## src/rtl/dm_frame_source.sv

```systemverilog
// dm_frame_source: double-buffered 8x8 frame source with frame-aligned commit and timed row rotation.
module dm_frame_source #(
  parameter int FRAMES_PER_STEP = 25
) (
  input  logic        i_Clk,
  input  logic        i_Rst,
  input  logic        i_fDone,
  input  logic        i_WrEn,
  input  logic [2:0]  i_WrAddr,
  input  logic [7:0]  i_WrData,
  input  logic        i_Commit,
  input  logic        i_ScrollEn,
  input  logic        i_ScrollDir,
  output logic [63:0] o_Data,
  output logic        o_Pending,
  output logic        o_StepTick
);
  typedef enum logic {IDLE, PENDING} state_t;
  localparam logic [7:0] LAST = 8'(FRAMES_PER_STEP - 1);
  state_t            state_q, state_d;
  logic [7:0][7:0]   back_q;
  logic [63:0]       data_q, data_d, rot;
  logic [7:0]        cnt_q, cnt_d;
  logic              tick_q, swap, step;
  for (genvar r = 0; r < 8; r++) begin : g_rot
    assign rot[8*r+:8] = i_ScrollDir ? {data_q[8*r], data_q[8*r+1+:7]}
                                     : {data_q[8*r+:7], data_q[8*r+7]};
  end
  // A swap at a frame boundary takes priority over a due scroll step.
  always_comb begin
    swap    = state_q == PENDING && i_fDone;
    step    = !swap && i_fDone && i_ScrollEn && cnt_q == LAST;
    state_d = swap ? IDLE : (i_Commit ? PENDING : state_q);
    data_d  = swap ? back_q : (step ? rot : data_q);
    cnt_d   = (swap || !i_ScrollEn || step) ? 8'd0 : (i_fDone ? cnt_q + 8'd1 : cnt_q);
  end
  always_ff @(posedge i_Clk) begin
    if (i_Rst) begin
      state_q <= IDLE;
      back_q  <= '0;
      data_q  <= '0;
      cnt_q   <= '0;
      tick_q  <= 1'b0;
    end else begin
      state_q <= state_d;
      data_q  <= data_d;
      cnt_q   <= cnt_d;
      tick_q  <= step;
      if (i_WrEn) back_q[i_WrAddr] <= i_WrData;
    end
  end
  assign o_Data     = data_q;
  assign o_Pending  = state_q == PENDING;
  assign o_StepTick = tick_q;
endmodule
```

## config.mk

```make
export PLATFORM = sky130hd
export DESIGN_NAME = dm_frame_source
export DESIGN_NICKNAME = d
export VERILOG_FILES = /design/src/rtl/dm_frame_source.sv
export SDC_FILE = /design/constraint.sdc
export NUM_CORES = 1
export LEC_CHECK = 0
export CAP_MARGIN = 15
export CORE_MARGIN = 2
export CORE_UTILIZATION = 47
export DETAILED_ROUTE_END_ITERATION = 10
export DONT_BUFFER_PORTS = 1
export MAX_ROUTING_LAYER = met4
export PLACE_DENSITY_LB_ADDON = 0.2
export SLEW_MARGIN = 10
export SYNTH_ARGS = -nofsm -noshare
export SYNTH_HDL_FRONTEND = slang
export SYNTH_SLANG_ARGS = --single-unit
```

## constraint.sdc

```tcl
create_clock -name i_Clk -period 2.2 [get_ports i_Clk]
set_clock_uncertainty 0.05 [all_clocks]
set_input_delay 0.33 -clock i_Clk [delete_from_list [all_inputs] [get_ports i_Clk]]
set_output_delay 0.33 -clock i_Clk [all_outputs]
set_load 0.02 [all_outputs]
```

### After elaboration in Yosys (flattened, before gate mapping)

Cells that the tools add are included.

* register bits: 138
* bits in latches: 0
* bits in writable memories: 0
* memory bits (read-only): 0
* input port bits: 18
* output and inout port bits: 66
* logic and storage cells: 41
* memories: 0

* $add $sub $neg: 1
* multiply operators: 0
* divide/modulo/power cells: 0
* magnitude comparators: 2
* eq/ne operators: 1
* shift operators: 0
* multiplexer cells: 13
* bitwise logic cells: 0
* reduce and logical (&&, ||, !) cells: 12

Operators with widths (count)
* $mux 64: 2
* $mux 8: 9
* $bwmux 64: 1
* $demux 8 s3: 1
* $add 8x1->8 const B: 1
* $eq 8x5->1 const B: 1
* $logic_and 1x1->1: 5
* $lt 3x4->1 const B: 1
* $reduce_or 2->1: 2
* $ge 3x1->1 const B: 1
* $logic_not 1->1: 2
* $logic_or 1x1->1: 2
* $reduce_bool 2->1: 1

### Logic depth before layout (Yosys ltp)

* word-level depth: 7
* gate-level depth with buffers: 7
* gate-level depth less buffers: 5

### Least setup slack after synthesis

No wires, ideal clock.

* path type: register -> register
* start: reg state_q (netlist: o_Pending)
* end: reg data_q[24] (netlist: o_Data[24])
* library setup time: 130 ps
* data arrival time: 1658 ps
* data required time: 2020 ps
* slack: 361 ps
* stages on the path, launching flop included: 7
* period minus slack after synthesis: 1839 ps
* path through: dfxtp_1 buf_6 or4b_4 buf_6 buf_6 nor4_1 o31ai_1

* longest elaborated chain between the ends: 6
* elaborated cells on any way between the ends: 7
* classes of those cells: mux (1); reduce/logical (6)

Ends and longest elaborated chain
* start, declared: line 20 `state_t state_q, state_d;`
* start signal, assigned: line 45 `state_q <= state_d;`
* $logic_and 1x1->1 *: line 31 `swap = state_q == PENDING && i_fDone;`
* $logic_not 1->1: line 32 `step = !swap && i_fDone && i_ScrollEn && cnt_q == LAST;`
* $logic_and 1x1->1 (3 in series): line 32
* $reduce_bool 2->1 (no line)
* end signal, assigned: line 46 `data_q <= data_d;`
* end, declared: line 22 `logic [63:0] data_q, data_d, rot;`

Every way passes the cells marked *; elsewhere a longest branch is shown, timed or not.
A chain may end at the register's enable or synchronous reset.

### Final worst setup path

* start: reg cnt_q[0]
* end: reg data_q[17] (netlist: o_Data[17])

* longest elaborated chain between the ends: 3

Ends and longest elaborated chain
* start, declared: line 23 `logic [7:0] cnt_q, cnt_d;`
* start signal, assigned: line 47 `cnt_q <= cnt_d;`
* $eq 8x5->1: line 32
* $logic_and 1x1->1: line 32
* $reduce_bool 2->1 (no line)

No other way between the ends.

==> results.py <==
metrics = {
    "outcome": {
        "outcome": "completed",
    },
    "worst_setup_path": {
        "crit_arrival_ns": 2.21,
        "rr_startpoint": "cnt_q[0]",
        "cp.required_ns": 2.47,
        "cp-end-kind": "flip-flop",
        "r2r_end": "o_Data[17]",
        "crit_fanout": 63,
        "ff2ff_path_depth": 6,
        "cp-start-kind": "flip-flop",
        "r2r_setup_slack_ns": 0.26,
        "crit_type": "flip-flop to flip-flop",
    },
    "global_route": {
        "grt_pass1_wl_um": 30400,
        "grt_util_all_layers_pct": 24.3,
        "grt_pass1_vias": 5694,
        "grt.overflow.total": 0,
        "grt_max_degree": 67,
        "top_usage_layer": "met2",
        "use_met2_pct": 38.0,
        "antenna_found_initial": 0,
        "use_met3_pct": 7.06,
        "grt_use_met1_pct": 31.1,
    },
    "final_layout": {
        "diodes": 0,
        "syn_to_final_growth_pct": 12.7,
        "nNetsFinal": 754,
        "drive_gt1_share_pct": 20.7,
        "fin_util_pct": 53.8,
    },
    "drt": {
        "avgRoutedWirePerCell_um": 19.9,
        "vias": 5845,
        "first_pass_iters": 5,
        "viasPerCell": 6.28,
        "totalWireLength_um": 18500,
        "ant_nets": 0,
        "route.detailed.drc": 0,
        "drtIter0Drc": 540,
    },
    "clock_network": {
        "post_cts_buffers": 0,
        "hold_buffers": 16,
        "clk_latency_ns": 0.42,
        "cts_buffers": 17,
        "cts.reportedPaths.clkPinSlew_ns": 0.06,
        "cts_tree": "built",
        "post_cts_resized": 0,
        "h-tree-depth": 4,
        "cts-root-buf": "clkbuf_16",
        "clk_path_buf_depth": 2,
        "clock_sinks": 138,
    },
    "synth": {
        "synth_top_area_share_pct": 40.1,
        "post_synth_fa_ha_maj_area_fraction_pct": 0.363,
        "synth_nets": 795,
        "synth-seq-cells": 138,
        "synth_edf_count": 0,
        "synth_compound_area_share_pct": 16.7,
        "synth-simple-area-share_pct": 21.8,
        "synthXorXnorAreaFrac_pct": 0.509,
        "synth_area_leaders": "dfxtp_1 40%, mux2_2 10%, nand2_1 8.1%",
        "synth_top_family_by_area": "simple AND/OR/NAND/NOR gates",
        "synthFlopType": "dfxtp_1",
        "synth.largest_area_cell": "dfxtp_1",
        "synth_common_cells": "148 x nand2_1, 138 x dfxtp_1, 66 x clkbuf_1",
        "syn_area_um2": 6890,
        "ys_warn_count": 0,
        "synth.area.mux_share_pct": 14.4,
        "syn_avg_cell_area_um2": 8.89,
        "ys_types": 36,
        "synthCells": 775,
        "synth.most_common_cell": "nand2_1",
        "yosysSeqAreaShare_pct": 40.1,
        "async_reset_ff_share_pct": 0,
    },
    "power": {
        "ir_worst_vdd_uv": 521,
        "power.leakage_nw": 2.50,
        "total_power_mw": 5.99,
        "cellPowerDensity_nw_per_um2": 772,
    },
    "worst_hold_path": {
        "hp-class": "input port to flip-flop",
        "whs_path_depth": 2,
        "min_to": "back_q[49]",
        "hp-start": "i_WrData[1]",
    },
    "floorplanning": {
        "die_area_um2": 15600,
        "core-area_um2": 14400,
        "die_y_um": 125,
        "io_pins": 84,
        "core.rowCount": 44,
        "initial_core_util_pct": 47.7,
        "die_x_um": 125,
    },
    "timing": {
        "setup_tns_ns": 0,
        "hold_viol_final": 0,
        "tightest_slew_ns": 0.647,
        "rsz0062_at_grt": "no",
        "period_needed_ns": 1.94,
        "slew_viol_final": 0,
        "setup_viol": 0,
        "fmax_mhz": 516,
        "finalCritPeriodShare_pct": 88.1,
        "slew_headroom_pct": 56.8,
    },
    "run": {
        "cap_violations": 0,
    },
    "place": {
        "dp_hpwl_um": 11100,
        "numPortBuffers": 0,
        "gp_congestion": 0.773,
    },
}
registers in the layout, summed over array words and instances (netlist names):
signal      cells
o_Pending       1
o_StepTick      1
o_Data         64
cnt_q           8
back_q         64
critical path, stage by stage, from the launching register on:
cell	delay, ns
dfxtp_1	0.34
inv_1	0.08
ha_1	0.23
nor4bb_4	0.36
buf_12	0.33
a31oi_1	0.14
o31ai_1	0.29
per-stage QoR:
step	cell area, µm²	setup WS (ns)	cells	hold WS (ns)
3_5_place_dp	6960	0.293	883	0.363
5_1_grt	7760	0.143	931	0.00792
2_1_floorplan	6890	0.361	775	0.374
3_3_place_gp	6960	0.419	883	0.362
4_1_cts	7760	0.287	931	0.000155
6_report	7760	0.261	931	0.0161
worst max path at each step:
| stage | from | end | slack, ns |
|---|---|---|---|
| after floorplan | o_Pending | o_Data[24] | 0.36 |
| after global placement | cnt_q[0] | o_Data[34] | 0.42 |
| after detailed placement | cnt_q[0] | o_Data[13] | 0.29 |
| after CTS | cnt_q[0] | o_Data[26] | 0.29 |
| after global routing | cnt_q[0] | o_Data[34] | 0.14 |
| final | cnt_q[0] | o_Data[17] | 0.26 |
layer usage:
layer / part of all wire, % / routed length, µm / vias up
met3: 6.2 / 1140 / 18
met5: 0 / 0 / -
li1: - / - / 2778
met4: 0.86 / 159 / 0
met1: 45 / 8360 / 2870
met2: 48 / 8860 / 179
cells by family after synthesis:
logic type               Yosys count
multiplexers                      91
buffers and inverters             95
AND/OR/NAND/NOR                  269
flip-flops                       138
XOR/XNOR                           4
adder cells (fa/ha/maj)            2
AO/OA/AOI/OAI                    176
power by group:
| group | internal (mW) | switching (mW) | leakage [nW] |
|---|---|---|---|
| Sequential | 2.53 | 0.0277 | 1.11 |
| Combinational | 0.138 | 0.263 | 1.08 |
| Clock | 1.90 | 1.13 | 0.303 |
final cells by class:
| cell class | count | area, µm² |
|---|---|---|
| flip-flops and latches | 138 | 2760 |
| well taps | 184 | 230 |
| repair buffers | 32 | 373 |
| fillers | 1318 | 6660 |
| inverters | 3 | 11.3 |
| clock inverters | 15 | 199 |
| multi-input cells | 542 | 3760 |
| clock buffers | 17 | 425 |
placed cells by master, fill, tap and decap left out, types with 4 or more instances in the layout:
master,count
buf_12,6
a31oi_1,63
clkinv_2,4
mux2_2,63
bufinv_16,4
o31ai_1,65
dlygate4sd3_1,15
dfxtp_1,138
buf_4,10
nor4_1,35
mux2i_1,28
a21oi_1,44
nor4_2,29
nand2_1,147
nor2_1,30
clkbuf_16,17
Note: power is estimated with default switching activity, not from simulation.
